## config.mk

```make
export PLATFORM = sky130hd
export DESIGN_NAME = lsu_flat
export DESIGN_NICKNAME = d
export VERILOG_FILES = /design/src/rtl/lsu_if.sv /design/src/rtl/lsu.sv /design/src/flat_wrapper.sv
export SDC_FILE = /design/constraint.sdc
export NUM_CORES = 1
export LEC_CHECK = 0
export ABC_AREA = 1
export CAP_MARGIN = 20
export CORE_ASPECT_RATIO = 0.75
export CORE_MARGIN = 10
export CORE_UTILIZATION = 54
export DETAILED_ROUTE_END_ITERATION = 12
export GPL_TIMING_DRIVEN = 1
export PLACE_DENSITY = 0.87
export SLEW_MARGIN = 20
export SYNTH_ARGS = -nofsm -noshare
export SYNTH_HDL_FRONTEND = slang
export SYNTH_SLANG_ARGS = --single-unit
```

## constraint.sdc

```tcl
create_clock -name clock -period 8.7 [get_ports clock]
set_input_delay 1.74 -clock clock [delete_from_list [all_inputs] [get_ports clock]]
set_output_delay 1.74 -clock clock [all_outputs]
set_load 0.02 [all_outputs]
```

## src/rtl/lsu_if.sv

```systemverilog
// Request, data-memory and write-back signal bundle of the load/store unit.
interface lsu_if;
  logic        req_valid;
  logic        req_ready;
  logic        req_is_store;
  logic [2:0]  req_funct3;
  logic [31:0] req_addr;
  logic [31:0] req_wdata;
  logic [4:0]  req_rd;
  logic [31:0] mem_address;
  logic        mem_read_enable;
  logic        mem_write_enable;
  logic [3:0]  mem_byte_enable;
  logic [31:0] mem_write_data;
  logic [31:0] mem_read_data;
  logic        mem_ack;
  logic        busy;
  logic        wb_valid;
  logic        wb_reg_write;
  logic [4:0]  wb_rd;
  logic [31:0] wb_data;
  logic [1:0]  err;

  modport slave (
    input  req_valid, req_is_store, req_funct3, req_addr, req_wdata, req_rd,
    input  mem_read_data, mem_ack,
    output req_ready, mem_address, mem_read_enable, mem_write_enable,
    output mem_byte_enable, mem_write_data, busy,
    output wb_valid, wb_reg_write, wb_rd, wb_data, err
  );

  modport master (
    output req_valid, req_is_store, req_funct3, req_addr, req_wdata, req_rd,
    output mem_read_data, mem_ack,
    input  req_ready, mem_address, mem_read_enable, mem_write_enable,
    input  mem_byte_enable, mem_write_data, busy,
    input  wb_valid, wb_reg_write, wb_rd, wb_data, err
  );
endinterface

```

## src/rtl/lsu.sv

```systemverilog
// Load/store unit: one request at a time through IDLE -> ACCESS -> RESP, with
// lane steering for stores, sign/zero extension for loads and a bus timeout.
module lsu #(
  parameter int TIMEOUT_CYCLES = 255
) (
  input  logic  clock,
  input  logic  reset,
  lsu_if.slave  bus
);

  localparam logic [1:0]  ST_IDLE      = 2'd0;
  localparam logic [1:0]  ST_ACCESS    = 2'd1;
  localparam logic [1:0]  ST_RESP      = 2'd2;
  localparam logic [1:0]  ERR_NONE     = 2'd0;
  localparam logic [1:0]  ERR_MISALIGN = 2'd1;
  localparam logic [1:0]  ERR_TIMEOUT  = 2'd2;
  localparam logic [1:0]  ERR_FUNCT3   = 2'd3;
  localparam logic [31:0] TMO_LIMIT    = 32'(TIMEOUT_CYCLES);

  function automatic logic f3_illegal(input logic is_store, input logic [2:0] f3);
    logic bad;
    case (is_store)
      1'b1:    bad = f3[2] || (f3[1:0] == 2'b11);
      default: bad = (f3[1:0] == 2'b11) || (f3 == 3'd6);
    endcase
    return bad;
  endfunction

  function automatic logic f3_misaligned(input logic [2:0] f3, input logic [1:0] lo);
    case (f3[1:0])
      2'b01:   return lo[0];
      2'b10:   return (lo != 2'b00);
      default: return 1'b0;
    endcase
  endfunction

  function automatic logic [3:0] lane_mask(input logic [2:0] f3, input logic [1:0] lo);
    case (f3[1:0])
      2'b00:   return 4'b0001 << lo;
      2'b01:   return lo[1] ? 4'b1100 : 4'b0011;
      2'b10:   return 4'b1111;
      default: return 4'b0000;
    endcase
  endfunction

  function automatic logic [31:0] store_lanes(input logic [2:0] f3, input logic [31:0] wd);
    case (f3[1:0])
      2'b00:   return {4{wd[7:0]}};
      2'b01:   return {2{wd[15:0]}};
      default: return wd;
    endcase
  endfunction

  function automatic logic [31:0] load_extend(input logic [2:0] f3, input logic [1:0] lo,
                                              input logic [31:0] rdata);
    logic [7:0]  b;
    logic [15:0] h;
    case (lo)
      2'd0:    b = rdata[7:0];
      2'd1:    b = rdata[15:8];
      2'd2:    b = rdata[23:16];
      default: b = rdata[31:24];
    endcase
    h = lo[1] ? rdata[31:16] : rdata[15:0];
    case (f3)
      3'd0:    return {{24{b[7]}}, b};
      3'd1:    return {{16{h[15]}}, h};
      3'd2:    return rdata;
      3'd4:    return {24'd0, b};
      3'd5:    return {16'd0, h};
      default: return 32'd0;
    endcase
  endfunction

  logic [1:0]  state_r;
  logic        req_ready_r, busy_r, is_store_r;
  logic [2:0]  funct3_r;
  logic [1:0]  addr_lo_r;
  logic [4:0]  rd_r;
  logic [31:0] tmo_cnt_r;
  logic [31:0] mem_address_r, mem_wdata_r, wb_data_r;
  logic        mem_re_r, mem_we_r, wb_valid_r, wb_reg_write_r;
  logic [3:0]  mem_be_r;
  logic [1:0]  err_r;

  logic        illegal_s, misalign_s, tmo_hit_s, done_s;
  logic [3:0]  req_be_s;
  logic [31:0] req_wdata_s, load_data_s;

  // Decode of the presented request, the returned read word and the timeout.
  always_comb begin
    illegal_s   = f3_illegal(bus.req_is_store, bus.req_funct3);
    misalign_s  = f3_misaligned(bus.req_funct3, bus.req_addr[1:0]);
    req_be_s    = lane_mask(bus.req_funct3, bus.req_addr[1:0]);
    req_wdata_s = store_lanes(bus.req_funct3, bus.req_wdata);
    load_data_s = load_extend(funct3_r, addr_lo_r, bus.mem_read_data);
    tmo_hit_s   = (TIMEOUT_CYCLES != 0) && ((tmo_cnt_r + 32'd1) == TMO_LIMIT);
    done_s      = bus.mem_ack || tmo_hit_s;
  end

  // Transaction FSM; memory-port and write-back outputs are all registered.
  always_ff @(posedge clock or posedge reset) begin
    if (reset) begin
      state_r        <= ST_IDLE;
      req_ready_r    <= 1'b1;
      busy_r         <= 1'b0;
      is_store_r     <= 1'b0;
      funct3_r       <= 3'd0;
      addr_lo_r      <= 2'd0;
      rd_r           <= 5'd0;
      tmo_cnt_r      <= 32'd0;
      mem_address_r  <= 32'd0;
      mem_wdata_r    <= 32'd0;
      mem_re_r       <= 1'b0;
      mem_we_r       <= 1'b0;
      mem_be_r       <= 4'd0;
      wb_valid_r     <= 1'b0;
      wb_reg_write_r <= 1'b0;
      wb_data_r      <= 32'd0;
      err_r          <= ERR_NONE;
    end else begin
      case (state_r)
        ST_IDLE: begin
          if (bus.req_valid && req_ready_r) begin
            is_store_r  <= bus.req_is_store;
            funct3_r    <= bus.req_funct3;
            addr_lo_r   <= bus.req_addr[1:0];
            rd_r        <= bus.req_rd;
            req_ready_r <= 1'b0;
            busy_r      <= 1'b1;
            // Decode errors skip the memory entirely and report straight away.
            if (illegal_s) begin
              state_r    <= ST_RESP;
              wb_valid_r <= 1'b1;
              err_r      <= ERR_FUNCT3;
            end else if (misalign_s) begin
              state_r    <= ST_RESP;
              wb_valid_r <= 1'b1;
              err_r      <= ERR_MISALIGN;
            end else begin
              state_r       <= ST_ACCESS;
              tmo_cnt_r     <= 32'd0;
              mem_address_r <= {bus.req_addr[31:2], 2'b00};
              mem_re_r      <= ~bus.req_is_store;
              mem_we_r      <= bus.req_is_store;
              mem_be_r      <= req_be_s;
              mem_wdata_r   <= bus.req_is_store ? req_wdata_s : 32'd0;
            end
          end
        end
        ST_ACCESS: begin
          // An ack in the last allowed cycle wins over the timeout.
          if (done_s) begin
            state_r        <= ST_RESP;
            mem_address_r  <= 32'd0;
            mem_wdata_r    <= 32'd0;
            mem_re_r       <= 1'b0;
            mem_we_r       <= 1'b0;
            mem_be_r       <= 4'd0;
            wb_valid_r     <= 1'b1;
            err_r          <= bus.mem_ack ? ERR_NONE : ERR_TIMEOUT;
            wb_data_r      <= (bus.mem_ack && !is_store_r) ? load_data_s : 32'd0;
            wb_reg_write_r <= bus.mem_ack && !is_store_r && (rd_r != 5'd0);
          end else begin
            tmo_cnt_r <= tmo_cnt_r + 32'd1;
          end
        end
        ST_RESP: begin
          state_r        <= ST_IDLE;
          req_ready_r    <= 1'b1;
          busy_r         <= 1'b0;
          wb_valid_r     <= 1'b0;
          wb_reg_write_r <= 1'b0;
          wb_data_r      <= 32'd0;
          err_r          <= ERR_NONE;
        end
        default: begin
          state_r        <= ST_IDLE;
          req_ready_r    <= 1'b1;
          busy_r         <= 1'b0;
          mem_re_r       <= 1'b0;
          mem_we_r       <= 1'b0;
          mem_be_r       <= 4'd0;
          wb_valid_r     <= 1'b0;
          wb_reg_write_r <= 1'b0;
          err_r          <= ERR_NONE;
        end
      endcase
    end
  end

  assign bus.req_ready        = req_ready_r;
  assign bus.busy             = busy_r;
  assign bus.mem_address      = mem_address_r;
  assign bus.mem_read_enable  = mem_re_r;
  assign bus.mem_write_enable = mem_we_r;
  assign bus.mem_byte_enable  = mem_be_r;
  assign bus.mem_write_data   = mem_wdata_r;
  assign bus.wb_valid         = wb_valid_r;
  assign bus.wb_reg_write     = wb_reg_write_r;
  assign bus.wb_rd            = rd_r;
  assign bus.wb_data          = wb_data_r;
  assign bus.err              = err_r;

endmodule

```

## src/flat_wrapper.sv

```systemverilog
// flat-port wrapper written by rule: the top's interface ports become plain ports
module lsu_flat 
#(
  parameter int TIMEOUT_CYCLES = 255
)
  (clock, reset, bus_req_valid, bus_req_is_store, bus_req_funct3, bus_req_addr, bus_req_wdata, bus_req_rd, bus_mem_read_data, bus_mem_ack, bus_req_ready, bus_mem_address, bus_mem_read_enable, bus_mem_write_enable, bus_mem_byte_enable, bus_mem_write_data, bus_busy, bus_wb_valid, bus_wb_reg_write, bus_wb_rd, bus_wb_data, bus_err);
  lsu_if bus_i ();
  input  logic clock;
  input  logic reset;
  input wire logic [$bits(bus_i.req_valid)-1:0] bus_req_valid;
  input wire logic [$bits(bus_i.req_is_store)-1:0] bus_req_is_store;
  input wire logic [$bits(bus_i.req_funct3)-1:0] bus_req_funct3;
  input wire logic [$bits(bus_i.req_addr)-1:0] bus_req_addr;
  input wire logic [$bits(bus_i.req_wdata)-1:0] bus_req_wdata;
  input wire logic [$bits(bus_i.req_rd)-1:0] bus_req_rd;
  input wire logic [$bits(bus_i.mem_read_data)-1:0] bus_mem_read_data;
  input wire logic [$bits(bus_i.mem_ack)-1:0] bus_mem_ack;
  output wire logic [$bits(bus_i.req_ready)-1:0] bus_req_ready;
  output wire logic [$bits(bus_i.mem_address)-1:0] bus_mem_address;
  output wire logic [$bits(bus_i.mem_read_enable)-1:0] bus_mem_read_enable;
  output wire logic [$bits(bus_i.mem_write_enable)-1:0] bus_mem_write_enable;
  output wire logic [$bits(bus_i.mem_byte_enable)-1:0] bus_mem_byte_enable;
  output wire logic [$bits(bus_i.mem_write_data)-1:0] bus_mem_write_data;
  output wire logic [$bits(bus_i.busy)-1:0] bus_busy;
  output wire logic [$bits(bus_i.wb_valid)-1:0] bus_wb_valid;
  output wire logic [$bits(bus_i.wb_reg_write)-1:0] bus_wb_reg_write;
  output wire logic [$bits(bus_i.wb_rd)-1:0] bus_wb_rd;
  output wire logic [$bits(bus_i.wb_data)-1:0] bus_wb_data;
  output wire logic [$bits(bus_i.err)-1:0] bus_err;
  assign bus_i.req_valid = bus_req_valid;
  assign bus_i.req_is_store = bus_req_is_store;
  assign bus_i.req_funct3 = bus_req_funct3;
  assign bus_i.req_addr = bus_req_addr;
  assign bus_i.req_wdata = bus_req_wdata;
  assign bus_i.req_rd = bus_req_rd;
  assign bus_i.mem_read_data = bus_mem_read_data;
  assign bus_i.mem_ack = bus_mem_ack;
  assign bus_req_ready = bus_i.req_ready;
  assign bus_mem_address = bus_i.mem_address;
  assign bus_mem_read_enable = bus_i.mem_read_enable;
  assign bus_mem_write_enable = bus_i.mem_write_enable;
  assign bus_mem_byte_enable = bus_i.mem_byte_enable;
  assign bus_mem_write_data = bus_i.mem_write_data;
  assign bus_busy = bus_i.busy;
  assign bus_wb_valid = bus_i.wb_valid;
  assign bus_wb_reg_write = bus_i.wb_reg_write;
  assign bus_wb_rd = bus_i.wb_rd;
  assign bus_wb_data = bus_i.wb_data;
  assign bus_err = bus_i.err;
  lsu #(.TIMEOUT_CYCLES(TIMEOUT_CYCLES)) u_core (.clock(clock), .reset(reset), .bus(bus_i));
endmodule
```

After elaboration in Yosys (flattened, before gate mapping)
Index checks and enable logic that the tools add are counted.
W data, S select, Z words.
{"block": "word_totals", "register_bits": 153, "output_inout_bits": 113, "wordCells": 128}
{"block": "classes", "addsub": 1, "n_eq_ne": 19, "shifts": 1, "mux": 62, "n_bitwise": 4, "reduce_logical": 24}
{"op": "$mux W32", "n": 14}
{"op": "$pmux W32 S2", "n": 5}
{"op": "$pmux W32 S5", "n": 1}
{"op": "$add A32 B1 Y32 const B", "n": 1}
{"op": "$eq A32 B8 Y1 const B", "n": 1}
{"op": "$pmux W4 S3", "n": 2}
{"op": "$pmux W8 S3", "n": 1}
{"op": "$mux W4", "n": 5}
{"op": "$mux W2", "n": 9}
{"op": "$mux W16", "n": 1}
{"op": "$mux W1", "n": 15}
{"op": "$reduce_and A5 Y1", "n": 3}
{"op": "$pmux W1 S2", "n": 5}
{"op": "$reduce_and A2 Y1", "n": 5}
{"op": "$eq A3 B3 Y1 const B", "n": 3}
{"op": "$eq A2 B2 Y1 const B", "n": 4}
{"op": "$pmux W2 S2", "n": 2}
{"op": "$eq A2 B1 Y1 const B", "n": 3}
{"op": "$logic_not A2 Y1", "n": 3}
{"op": "$ne A2 B2 Y1 const B", "n": 3}
{"op": "$pmux W1 S3", "n": 2}
{"op": "$reduce_bool A2 Y1", "n": 3}
{"op": "$reduce_bool A5 Y1", "n": 1}
{"op": "$ne A2 B1 Y1 const B", "n": 2}
{"op": "other kinds (10)", "n": 17}

Logic depth before layout (Yosys ltp)
{"block": "logic_depth", "ltp_word": 7, "depth_mapped": 17, "ltp_nobuf": 16}

Least setup slack after synthesis
Ideal clock, no wire load.
{"block": "synth_path", "path_type": "input to register", "from": "in bus_req_funct3[1]", "to": "reg u_core.tmo_cnt_r[0]", "setup_time_ns": 0.066, "arrival_time_ns": 3.442, "t_required_ns": 8.634, "slack_ns": 5.193, "cell_stages": 15, "path_buffers": 3, "path_cell_list": "inv_1 ha_1 buf_2 inv_1 o22ai_1 nand2_1 nand2_1 nor2_1 inv_1 nor2_1 inv_1 clkbuf_1 clkbuf_1 nand3_1 nand2_1"}
{"block": "synth_via", "elab_chain_len": 5}
{"element": "start, declared", "line_no": "flat_wrapper.sv:12", "text": "input wire logic [$bits(bus_i.req_funct3)-1:0] bus_req_funct3;"}
{"element": "$eq A3 B3 Y1 or $eq A2 B2 Y1 (tied branches)", "line_no": "lsu.sv:24, lsu.sv:23"}
{"element": "$logic_or A1 B1 Y1 (on tied branches)", "line_no": "lsu.sv:24, lsu.sv:23"}
{"element": "$mux W1", "line_no": "lsu.sv:22", "text": "case (is_store)"}
{"element": "$ne A2 B2 Y1 (no source line)"}
{"element": "$reduce_and A5 Y1 (no source line) (*)"}
{"element": "end signal, assigned", "line_no": "lsu.sv:165", "text": "tmo_cnt_r <= tmo_cnt_r + 32'd1;"}
{"element": "end, declared", "line_no": "lsu.sv:80", "text": "logic [31:0] tmo_cnt_r;"}
Mark *: on every way between the ends. The rest lies on a longest branch, timed or not.
A chain may end at the register's enable or synchronous reset.

Final worst setup path
{"block": "layout_path", "from": "in bus_req_funct3[1]", "to": "reg u_core.tmo_cnt_r[6]"}
Same word-level chain as after synthesis.

==> flow_metrics.env <==
export IMPL_drive_above_1_share=0.0424
export IMPL_status="finished, final reports clean"
export IMPL_num_nets_final=1518
export IMPL_critPathKind="input pin to flop"
export IMPL_cts_setup_buffers=0
export IMPL_min_path_type="flop to flop"
export IMPL_required_ns=8.99
export IMPL_crit_path_max_fanout=46
export IMPL_final_core_util=0.740
export IMPL_cap_violations=0
export IMPL_cp_top_family="buffers and inverters"
export IMPL_fin_crit_ns=4.48
export IMPL_slowest_delay_ns=0.64
export IMPL_reg2reg_depth=15
export IMPL_finalSetupViolCount=0
export IMPL_critPathBufInv=5
export IMPL_die_w_microns=165
export IMPL_htreeDepth=4
export IMPL_clkSinkCount=151
export IMPL_tns_ns=0
export IMPL_ant_nets=0
export IMPL_async_reset_ff_frac=1.00
export IMPL_syn_avg_cell_area_sq_um=6.99
export IMPL_r2r_setup_slack_ns=4.70
export IMPL_syn_inst=1221
export IMPL_power_density_mw_per_mm2=291
export IMPL_cts_max_path_buffers=2
export IMPL_ctsResizeCount=0
export IMPL_antenna_found_initial=0
export IMPL_worst_path_stages=14
export IMPL_cts_tree="done"
export IMPL_fp_dieArea_sq_mm=0.0213
export IMPL_p_leak_nw=5.39
export IMPL_grtUsageTotal=0.259
export IMPL_routed_wl_mm=28.7
export IMPL_vias=9213
export IMPL_wl_per_cell_microns=17.7
export IMPL_holdPathStages=2
export IMPL_crit_slowest_cell="nand2_2"
export IMPL_final_common_cell="nand2_1"
export IMPL_synth_flop_cell="dfrtp_1"
export IMPL_rows=39
export IMPL_ios=222
export IMPL_hold_end="u_core.bus.mem_write_data[25]"
export IMPL_skew_ns=0.0178
export IMPL_grt_pass1_wl_mm=44.3
export IMPL_cts_root_buffer="clkbuf_16"
export IMPL_final_hold_violation_count=0
export IMPL_io_buffers=219
export IMPL_crit_arrival_ns=4.77
export IMPL_detail_route_first_pass_iterations=7
export IMPL_place_hpwl_mm=20.7
export IMPL_crit_path_start_kind="input pin"
export IMPL_drv_slew=0
export IMPL_grt_pass1_vias=8266
export IMPL_path_clk_slew_ns=0.07
export IMPL_maxSlewHeadroom=0.288
export IMPL_die_y_microns=129
export IMPL_insertion_delay_ns=0.44
export IMPL_dpl_cell_count=1589
export IMPL_syn_to_final_growth_pct=33.2
export IMPL_grt_max_degree=81
export IMPL_drt_initial_drc_count=1090
export IMPL_drc=0
export IMPL_fin_crit_sh=0.515
export IMPL_cts_buffers_inserted=17
export IMPL_synth_seq_cells=151
export IMPL_irDropWorstVdd_v=0.000209
export IMPL_r2r_start="u_core.tmo_cnt_r[1]"
export IMPL_synth_area_sq_mm=0.00854
export IMPL_worst_slew_pin_slew_ns=1.07
export IMPL_hp_start="u_core.bus.mem_write_data[25]"
export IMPL_synth_seq_area_share=0.443
export IMPL_synth_edff_count=0
export IMPL_r2r_end="u_core.bus.mem_address[27]"
export IMPL_path_cells="clkdlybuf4s50_1 -> inv_1 -> ha_1 -> inv_1 -> o22ai_1 -> nand2_1 -> nand2_1 -> nor2_1 -> inv_1 -> nor2_2 -> inv_1 -> nand2_2 -> nand2_1 -> o21ai_1"
export IMPL_start_util=0.555
export IMPL_viasPerCell=5.68
export IMPL_critical_path_endpoint_type="flop"
export IMPL_yosys_warnings=0
export IMPL_gp_congestion=0.950
export IMPL_hold_buffers=0
export IMPL_crit_top_cell="inv_1"
export IMPL_fmax_ghz=0.223
export IMPL_antennaDiodeCount=0
export IMPL_grt_setup_unrepaired="false"
export IMPL_finalNonFillerCells=1621
export IMPL_core_area_sq_mm=0.0154
export IMPL_ys_types=37
export IMPL_grt_overflow_total=0
export IMPL_mostFrequentLayoutCells="471 x nand2_1, 219 x clkdlybuf4s50_1, 150 x dfrtp_1"
worst register-to-register path, cell delays in order, from the launching register on:
cell	delay, ns
dfrtp_1	0.42
ha_1	0.23
nand2_1	0.10
nor2_4	0.23
nand3_1	0.22
nor2_1	0.21
xnor2_1	0.19
nand3_1	0.11
nor2_1	0.18
nand3_1	0.19
nand2_2	0.09
buf_4	0.51
nand3_2	0.55
buf_4	0.45
nand2_1	0.16
nand2_1	0.07
through the flow:
| step | setup WS (ns) | total power, mW | cell area, sq um | hold slack [ns] |
|---|---|---|---|---|
| finish | 4.22 | 3.31 | 11400 | 0.472 |
| global route | 3.90 | 3.51 | 11400 | 0.485 |
| CTS | 4.26 | 3.31 | 11400 | 0.474 |
| detailed placement | 3.81 | 2.58 | 10800 | 0.458 |
| global placement | 3.95 | 2.54 | 10800 | 0.452 |
| floorplan | 2.90 | 1.93 | 8540 | 0.454 |
Yosys cell counts (11+ instances only):
cell type / instances / area share
buf_2: 21 / 0.012
clkbuf_1: 36 / 0.016
nand4_1: 70 / 0.051
nor2_1: 145 / 0.064
a21oi_1: 11 / 0.0064
nand3_1: 104 / 0.061
inv_1: 69 / 0.030
dfrtp_1: 150 / 0.44
o21ai_0: 46 / 0.027
o21ai_1: 14 / 0.0082
nand2_1: 473 / 0.21
logic make-up (layout without fill, tap and decap cells):
| kind of cell | after synthesis | after routing | share of synthesized area |
|---|---|---|---|
| buffers and inverters | 137 | 331 | 0.0648 |
| flip-flops | 151 | 151 | 0.443 |
| XOR/XNOR | 3 | 3 | 0.00308 |
| other | 1 | 2 | 0.000439 |
| AND/OR/NAND/NOR | 820 | 820 | 0.408 |
| adder cells (fa/ha/maj) | 6 | 6 | 0.00879 |
| AO/OA/AOI/OAI | 103 | 103 | 0.0723 |
where the power goes:
group | leakage [nW] | internal, mW | switching [mW]
clock | 0.280 | 0.382 | 0.341
sequential | 2.02 | 0.901 | 0.133
combinational | 3.09 | 0.560 | 0.998
routing by layer:
layer  vias up  wire, microns  global-route usage
met2       452          13000               0.407
met1      4334          12000               0.345
met3        54           2970              0.0717
met5         -              0                   0
met4         0            676              0.0712
li1       4373              -                   -
registers in the layout (all words and copies together) (netlist names):
signal,count
u_core.bus.busy,1
u_core.bus.req_ready,1
u_core.bus.mem_read_enable,1
u_core.bus.wb_reg_write,1
u_core.bus.mem_byte_enable,4
u_core.bus.wb_rd,5
u_core.bus.wb_data,32
u_core.addr_lo_r,2
u_core.bus.mem_write_enable,1
u_core.tmo_cnt_r,32
u_core.bus.mem_address,30
u_core.bus.err,2
u_core.is_store_r,1
u_core.bus.wb_valid,1
u_core.bus.mem_write_data,32
u_core.funct3_r,3
u_core.state_r,2
worst max path at each step:
stage,end,start,slack [ns]
finish,u_core.tmo_cnt_r[6],bus_req_funct3[1],4.22
global route,u_core.tmo_cnt_r[3],bus_req_funct3[1],3.90
CTS,u_core.tmo_cnt_r[6],bus_req_funct3[1],4.26
detailed placement,u_core.tmo_cnt_r[8],bus_req_funct3[1],3.81
global placement,u_core.tmo_cnt_r[3],bus_req_funct3[1],3.95
floorplan,u_core.addr_lo_r[0],reset,2.90
cell type report:
cell class | count | area [sq um]
multi-input combinational | 934 | 4220
clock buffer | 17 | 425
tap | 205 | 256
sequential | 151 | 3780
timing repair buffer | 228 | 2260
clock inverter | 15 | 153
inverter | 71 | 272
fill | 1217 | 4000
(Power assumes the default switching activity.)
